**config.mk**
```make
export PLATFORM = sky130hd
export DESIGN_NAME = ofmap_reader
export DESIGN_NICKNAME = d
export VERILOG_FILES = /design/src/rtl/tpu_pkg.sv /design/src/rtl/ofmap_reader_fifo.sv /design/src/rtl/ofmap_reader.sv
export SDC_FILE = /design/constraint.sdc
export NUM_CORES = 1
export LEC_CHECK = 0
export BUFFER_PORTS_ARGS = -buffer_cell sky130_fd_sc_hd__buf_2
export CORE_MARGIN = 1
export CORE_UTILIZATION = 55
export DETAILED_ROUTE_END_ITERATION = 8
export PLACE_DENSITY = 0.85
export SYNTH_ARGS = -nofsm -noshare
export SYNTH_HDL_FRONTEND = slang
export SYNTH_HIERARCHICAL = 1
export SYNTH_SLANG_ARGS = --single-unit
```
**constraint.sdc**
```tcl
create_clock -name clk -period 5.6 [get_ports clk]
set_input_delay 0.56 -clock clk [delete_from_list [all_inputs] [get_ports clk]]
set_output_delay 0.56 -clock clk [all_outputs]
set_load 0.02 [all_outputs]
```
**src/rtl/tpu_pkg.sv**
```systemverilog
// Shared TPU definitions: the reader FSM state encoding and default buffer geometry.
package tpu_pkg;

    typedef enum logic [1:0] {
        IDLE,
        RUN,
        DRAIN
    } state_t;

    localparam int DEFAULT_DATA_SIZE    = 8;
    localparam int DEFAULT_NUM_REGISTER = 256;

endpackage

```
**src/rtl/ofmap_reader_fifo.sv**
```systemverilog
// readout_fifo: two-entry synchronous FIFO with a registered head (no fall-through),
// used to absorb consumer backpressure behind the one-cycle buffer read.
module readout_fifo #(
    parameter int width = 8
) (
    input  logic             clk,
    input  logic             rst,
    input  logic             push,
    input  logic [width-1:0] push_data,
    input  logic             pop,
    output logic [width-1:0] pop_data,
    output logic             full,
    output logic             empty,
    output logic [1:0]       count
);

    logic [width-1:0] head;
    logic [width-1:0] tail;
    logic             do_push;
    logic             do_pop;

    assign do_pop   = pop && (count != 2'd0);
    assign do_push  = push && ((count != 2'd2) || do_pop);
    assign pop_data = head;
    assign full     = (count == 2'd2);
    assign empty    = (count == 2'd0);

    // head always holds the oldest word; tail is only used when both entries are live
    always_ff @(posedge clk) begin
        if (rst) begin
            head  <= '0;
            tail  <= '0;
            count <= '0;
        end else begin
            case ({do_push, do_pop})
                2'b01: begin
                    head  <= tail;
                    count <= count - 2'd1;
                end
                2'b10: begin
                    if (count == 2'd0) head <= push_data;
                    else               tail <= push_data;
                    count <= count + 2'd1;
                end
                2'b11: begin
                    if (count == 2'd1) begin
                        head <= push_data;
                    end else begin
                        head <= tail;
                        tail <= push_data;
                    end
                end
                default: ;
            endcase
        end
    end

endmodule

```
**src/rtl/ofmap_reader.sv**
```systemverilog
// ofmap_reader: streams a contiguous unified-buffer region out as valid/ready beats.
// Define OFMAP_READER_WRAP_EN to let regions wrap past the top of the buffer.
module ofmap_reader
    import tpu_pkg::*;
#(
    parameter int dataSize    = DEFAULT_DATA_SIZE,
    parameter int numRegister = DEFAULT_NUM_REGISTER
) (
    input  logic                     clk,
    input  logic                     rst,
    input  logic [$clog2(numRegister)-1:0] cfg_start_addr,
    input  logic [$clog2(numRegister):0]   cfg_length,
    input  logic                     ctrl_start,
    output logic                     rd_en,
    output logic [$clog2(numRegister)-1:0] rd_addr,
    input  logic [dataSize-1:0]      rd_data,
    output logic [dataSize-1:0]      out_data,
    output logic                     out_valid,
    input  logic                     out_ready,
    output logic                     out_last,
    output logic                     flag_busy,
    output logic                     flag_done,
    output logic                     flag_err
);

    localparam int numAddrBuffer = $clog2(numRegister);

    state_t                   state;
    logic [numAddrBuffer-1:0] addr;
    logic [numAddrBuffer:0]   length;
    logic [numAddrBuffer:0]   issued;
    logic [numAddrBuffer:0]   beats;
    logic                     inflight;
    logic [1:0]               fifo_count;
    logic                     fifo_full;
    logic                     fifo_empty;
    logic                     pop;
    logic                     room;
    logic                     issue;
    logic                     last_beat;
    logic                     reject;

`ifdef OFMAP_READER_WRAP_EN
    assign reject = 1'b0;
`else
    logic [numAddrBuffer+1:0] end_addr;
    assign end_addr = {2'b0, cfg_start_addr} + {1'b0, cfg_length};
    assign reject   = end_addr > (numAddrBuffer+2)'(numRegister);
`endif

    // a read may go out only if the word already held plus the one in flight
    // leaves a FIFO slot even if the consumer stalls from now on
    assign pop       = out_valid && out_ready;
    assign room      = (({1'b0, fifo_count} + {2'b0, inflight}) < ({2'b0, pop} + 3'd2))
                       && (!fifo_full || pop);
    assign issue     = (state == RUN) && (issued < length) && room;
    assign last_beat = (beats + 1'b1) == length;

    assign rd_en     = issue;
    assign rd_addr   = addr;
    assign out_valid = !fifo_empty;
    assign out_last  = out_valid && last_beat;
    assign flag_busy = (state != IDLE);

    readout_fifo #(
        .width(dataSize)
    ) u_fifo (
        .clk      (clk),
        .rst      (rst),
        .push     (inflight),
        .push_data(rd_data),
        .pop      (pop),
        .pop_data (out_data),
        .full     (fifo_full),
        .empty    (fifo_empty),
        .count    (fifo_count)
    );

    always_ff @(posedge clk) begin
        if (rst) begin
            state     <= IDLE;
            addr      <= '0;
            length    <= '0;
            issued    <= '0;
            beats     <= '0;
            inflight  <= 1'b0;
            flag_done <= 1'b0;
            flag_err  <= 1'b0;
        end else begin
            flag_done <= 1'b0;
            flag_err  <= 1'b0;
            inflight  <= issue;
            if (issue) begin
                addr   <= addr + 1'b1;
                issued <= issued + 1'b1;
            end
            if (pop) beats <= beats + 1'b1;

            case (state)
                IDLE: begin
                    if (ctrl_start) begin
                        if (reject) begin
                            flag_err <= 1'b1;
                        end else if (cfg_length == '0) begin
                            flag_done <= 1'b1;
                        end else begin
                            state  <= RUN;
                            addr   <= cfg_start_addr;
                            length <= cfg_length;
                            issued <= '0;
                            beats  <= '0;
                        end
                    end
                end
                RUN: begin
                    if (issue && ((issued + 1'b1) == length)) state <= DRAIN;
                end
                DRAIN: begin
                    if (pop && last_beat && (fifo_count == 2'd1) && !inflight) begin
                        state     <= IDLE;
                        flag_done <= 1'b1;
                    end
                end
                default: state <= IDLE;
            endcase
        end
    end

endmodule
```
Word-level counts from Yosys, hierarchy flattened
Index checks and enable logic that the tools add are counted.
- register bits: 58
- bits of input ports: 29
- output and inout bits: 22
- word-level logic and storage cells: 107
- add/sub/neg operators: 8
- $lt $le $gt $ge: 3
- equality and inequality tests: 18
- multiplexer cells: 34
- bitwise gates (word level): 4
- reductions and logical operators: 29
- operator list (kind ; number):
    $mux W9 ; 10
    $mux W8 ; 9
    $pmux W8 S3 ; 1
    $add A9 B1 Y9 const B ; 2
    $eq A9 B9 Y1 ; 2
    $ne A2 B2 Y1 const B ; 8
    $pmux W8 S2 ; 1
    $logic_and A1 B1 Y1 ; 11
    $add A8 B9 Y10 ; 1
    $gt A10 B9 Y1 const B ; 1
    $mux W2 ; 5
    $logic_not A9 Y1 ; 1
    $lt A9 B9 Y1 ; 1
    $add A8 B1 Y8 const B ; 1
    $eq A2 B2 Y1 const B ; 4
    $reduce_bool A2 Y1 ; 4
    $eq A2 B1 Y1 const B ; 3
    $pmux W2 S3 ; 1
    $mux W1 ; 5
    $reduce_and A5 Y1 ; 1
    $logic_not A2 Y1 ; 2
    $not A1 Y1 ; 4
    $pmux W2 S2 ; 1
    $reduce_and A4 Y1 ; 1
    13 further kinds ; 16

Logic depth before layout (Yosys ltp)
- word-level depth: 12
- depth in mapped cells: 12
- gate-level depth less buffers: 11

By module
Netlist, hierarchy kept.
- modules (own cells, without submodules) (module ; times used ; cells an instance ; area each (µm²) ; seq. area each (µm²)):
    ofmap_reader ; 1 ; 387 ; 3156.8 ; 800.8
    readout_fifo ; 1 ; 114 ; 1153.6 ; 360.3

Least setup slack after synthesis
OpenSTA, ideal clock, no wires.
- path type: reg-to-reg
- start: register u_fifo.count[0]
- end: register u_fifo.tail[0]
- setup time: 0.072 ns
- arrival: 2.746 ns
- data required time: 5.528 ns
- setup slack: 2.783 ns
- cell stages (with the launch flop): 13
- path buffers: 1
- period minus slack after synthesis: 2.817 ns
- path through: dfxtp_1 -> inv_1 -> ha_1 -> nand2b_1 -> inv_1 -> nor2b_1 -> buf_2 -> inv_1 -> a21boi_0 -> ha_1 -> a21bo_2 -> a21oi_4 -> mux2i_1
- word-level cells in the longest chain between the ends: 9
- elaborated cells on any way between the ends: 16
- classes of those cells: eq/ne (6); mux (1); reduce/logical (9)
- ends and longest elaborated chain (what ; line ; text):
    from (decl) ; ofmap_reader_fifo.sv:14 ; output logic [1:0] count
    from (signal assigned) ; ofmap_reader_fifo.sv:38 ; count <= count - 2'd1;
    from (signal assigned) ; ofmap_reader_fifo.sv:43 ; count <= count + 2'd1;
    $logic_not A2 Y1 * ; ofmap_reader_fifo.sv:26 ; assign empty = (count == 2'd0);
    named net fifo_empty ; ofmap_reader.sv:36 ; logic fifo_empty;
    $logic_not A1 Y1 * ; ofmap_reader.sv:61 ; assign out_valid = !fifo_empty;
    $logic_and A1 B1 Y1 * ; ofmap_reader.sv:53 ; assign pop = out_valid && out_ready;
    named net pop ; ofmap_reader.sv:37 ; logic pop;
    $logic_and A1 B1 Y1 * ; ofmap_reader_fifo.sv:22 ; assign do_pop = pop && (count != 2'd0);
    $logic_or A1 B1 Y1 ; ofmap_reader_fifo.sv:23 ; assign do_push = push && ((count != 2'd2) || do_pop);
    $logic_and A1 B1 Y1 ; ofmap_reader_fifo.sv:23 ;
    $eq A2 B2 Y1 ; ofmap_reader_fifo.sv:35 ; case ({do_push, do_pop})
    $ne A2 B2 Y1 (no line) / $reduce_bool A2 Y1 (equally long branches) ; - ;
    $reduce_and A3 Y1 (no line) ; - ;
    to (signal assigned) ; ofmap_reader_fifo.sv:42 ; else tail <= push_data;
    to (signal assigned) ; ofmap_reader_fifo.sv:50 ; tail <= push_data;
    to (decl) ; ofmap_reader_fifo.sv:18 ; logic [width-1:0] tail;
The timed path passes the listed nets; every way through them passes the cells marked *.
A chain may end at the register's enable or synchronous reset.

Worst setup path after layout
Ends and elaborated chain as after synthesis.

==> results.json <==
{
  "status": "completed",
  "drt.antenna.violating_nets": 0,
  "finalSetupTns_ns": 0,
  "cts_resized": 0,
  "max-cap-violations": 0,
  "start_util_pct": 58.2,
  "hold_class": "in2reg",
  "grt_usage_pct": 25.9,
  "ir_worst_vdd_uv": 144,
  "period_minus_slack_ns": 3.69,
  "cts_tree": "built",
  "layout.cells.non_filler": 643,
  "period_share_pct": 65.9,
  "powerDensity_nw_per_um2": 252,
  "worst_pin_slew_ns": 0.767,
  "drv_slew": 0,
  "placedCellCount": 627,
  "placed_area_um2": 4550,
  "critPathMaxFanout": 10,
  "syn_to_final_growth_pct": 10.7,
  "syn_avg_cell_area_um2": 8.60,
  "row_count": 31,
  "finalSetupViolCount": 0,
  "drive_gt1_share_pct": 18.0,
  "p_leak_nw": 1.72,
  "htreeDepth": 3,
  "cts.sink_count": 58,
  "coreArea_um2": 7410,
  "ys_warn_count": 6,
  "finalWeightedCongestion": 0.903,
  "diodes": 0,
  "critPathLaunchType": "flop",
  "finClkSkew_ns": 0.00927,
  "worst_ep_required_time_ns": 5.88,
  "viasPerCell": 6.12,
  "route.detailed.drc": 0,
  "final_util_pct": 64.4,
  "power_mw": 1.20,
  "endpoint_kind": "flop",
  "critPathKind": "reg2reg",
  "post-cts-setup-buffers": 0,
  "cts-root-buf": "clkbuf_8",
  "fmax_mhz": 271,
  "synth_edf_count": 0,
  "ys_types": 72,
  "rsz0062_at_grt": "false",
  "nNetsFinal": 596,
  "synth_cells": 501,
  "ys_ff_latch": 58,
  "synth_seq_area_share_pct": 26.9,
  "final_common_cell": "dfxtp_1",
  "synth_area_um2": 4310,
  "critPathArrivalTime_ns": 3.97,
  "wire_per_inst_um": 16.1,
  "async_flop_share_pct": 0,
  "clk_latency_ns": 0.35,
  "die_area_um2": 8190,
  "io_buffers": 50,
  "pin_count": 51,
  "hold_viol": 0,
  "dr.pass1.iters": 5,
  "numCtsBuffers": 9,
  "antenna_found_initial": 0,
  "grt-ovfl-total": 0,
  "hpwl_um": 7680,
  "final_cell_mix": "dfxtp_1, buf_2, nor3_1, xnor2_1",
  "via_count": 3937,
  "clk_pin_slew_ns": 0.07,
  "clock_path_buffers": 2,
  "grt_pass1_vias": 3766,
  "fin_area_um2": 4770,
  "grt_pass1_wl_um": 17300,
  "syn-num-nets": 558,
  "die_h_um": 90.5,
  "synth_flop_cell": "dfxtp_1",
  "die_w_um": 90.5,
  "grt_max_degree": 67,
  "initialDrtViolationCount": 196,
  "hold_buffers": 0,
  "routed_wl_um": 10400,
  "slew_headroom_pct": 48.8
}
==> per-stage QoR <==
stage	setup WS [ns]	hold slack [ns]
2_1_floorplan	2.78	0.461
3_3_place_gp	2.15	0.475
3_5_place_dp	2.03	0.492
4_1_cts	1.94	0.471
5_1_grt	1.60	0.492
6_report	1.91	0.481
==> final timing paths <==
path / startpoint / end / slack [ns] / cells after the start
min: cfg_start_addr[4] / rd_addr[4] / 0.48 / 3
max: u_fifo/count[0] / u_fifo/tail[0] / 1.91 / 11
max reg2reg: u_fifo/count[0] / u_fifo/tail[0] / 1.91 / 11
min reg2reg: u_fifo/tail[2] / u_fifo/tail[2] / 0.52 / 2
==> Yosys cell counts (all sizes together) (14+ instances only) <==
library cell	n	area, µm²
a21oi	25	136
buf	15	119
dfxtp	58	1160
ha	27	338
inv	24	90.1
mux2i	19	190
nand2	20	75.1
nand2b	20	128
nand3	22	110
nor2	29	119
nor3	44	245
o21ai	21	105
xnor2	31	272
xor2	14	123
==> critical path, cell delays in order, from the launching register on <==
cell and delay (ns):
dfxtp_1 0.42, inv_1 0.10, ha_1 0.31, nand2b_1 0.30
inv_1 0.31, nor2b_1 0.55, inv_1 0.17, a21boi_0 0.31
ha_1 0.27, a21bo_2 0.26, a21oi_4 0.35, mux2i_1 0.25
==> logic make-up (layout without fill, tap and decap cells) <==
| logic type | count (synthesis) | after routing | synth area share, % |
|---|---|---|---|
| simple gates | 190 | 190 | 25.7 |
| compound gates | 110 | 110 | 19.2 |
| flops | 58 | 58 | 26.9 |
| buf+inv | 50 | 93 | 5.81 |
| xor+xnor | 46 | 46 | 9.67 |
| fa+ha+maj | 28 | 28 | 8.30 |
| mux | 19 | 19 | 4.41 |
==> flip-flops by register name (all words and copies together), names as in the netlist <==
signal and cells:
rd_addr 8, beats 9, state 2, u_fifo/pop_data 8, flag_done 1, u_fifo/tail 8
length 9, inflight 1, u_fifo/count 2, issued 9, flag_err 1
==> power breakdown <==
group          internal (mW)  switching, mW  total (mW)
logic                  0.112          0.185       0.297
registers              0.433         0.0260       0.459
clock network          0.254          0.192       0.446
==> per-layer routing <==
layer  part of all wire (%)  vias to the layer above  track usage, %
li1                       -                     1919               -
met1                     43                     1841            30.8
met2                     49                      145            44.7
met3                    5.6                       32            4.12
met4                    2.5                        0            13.6
met5                      0                        -               0
==> layout make-up <==
class | instances | area, µm²
clock inverters | 7 | 103
fillers | 623 | 2640
repair buffers | 53 | 273
multi-input cells | 393 | 2900
flip-flops and latches | 58 | 1160
clock buffers | 9 | 124
inverters | 24 | 90.1
well taps | 99 | 124
(Power assumes the default switching activity.)
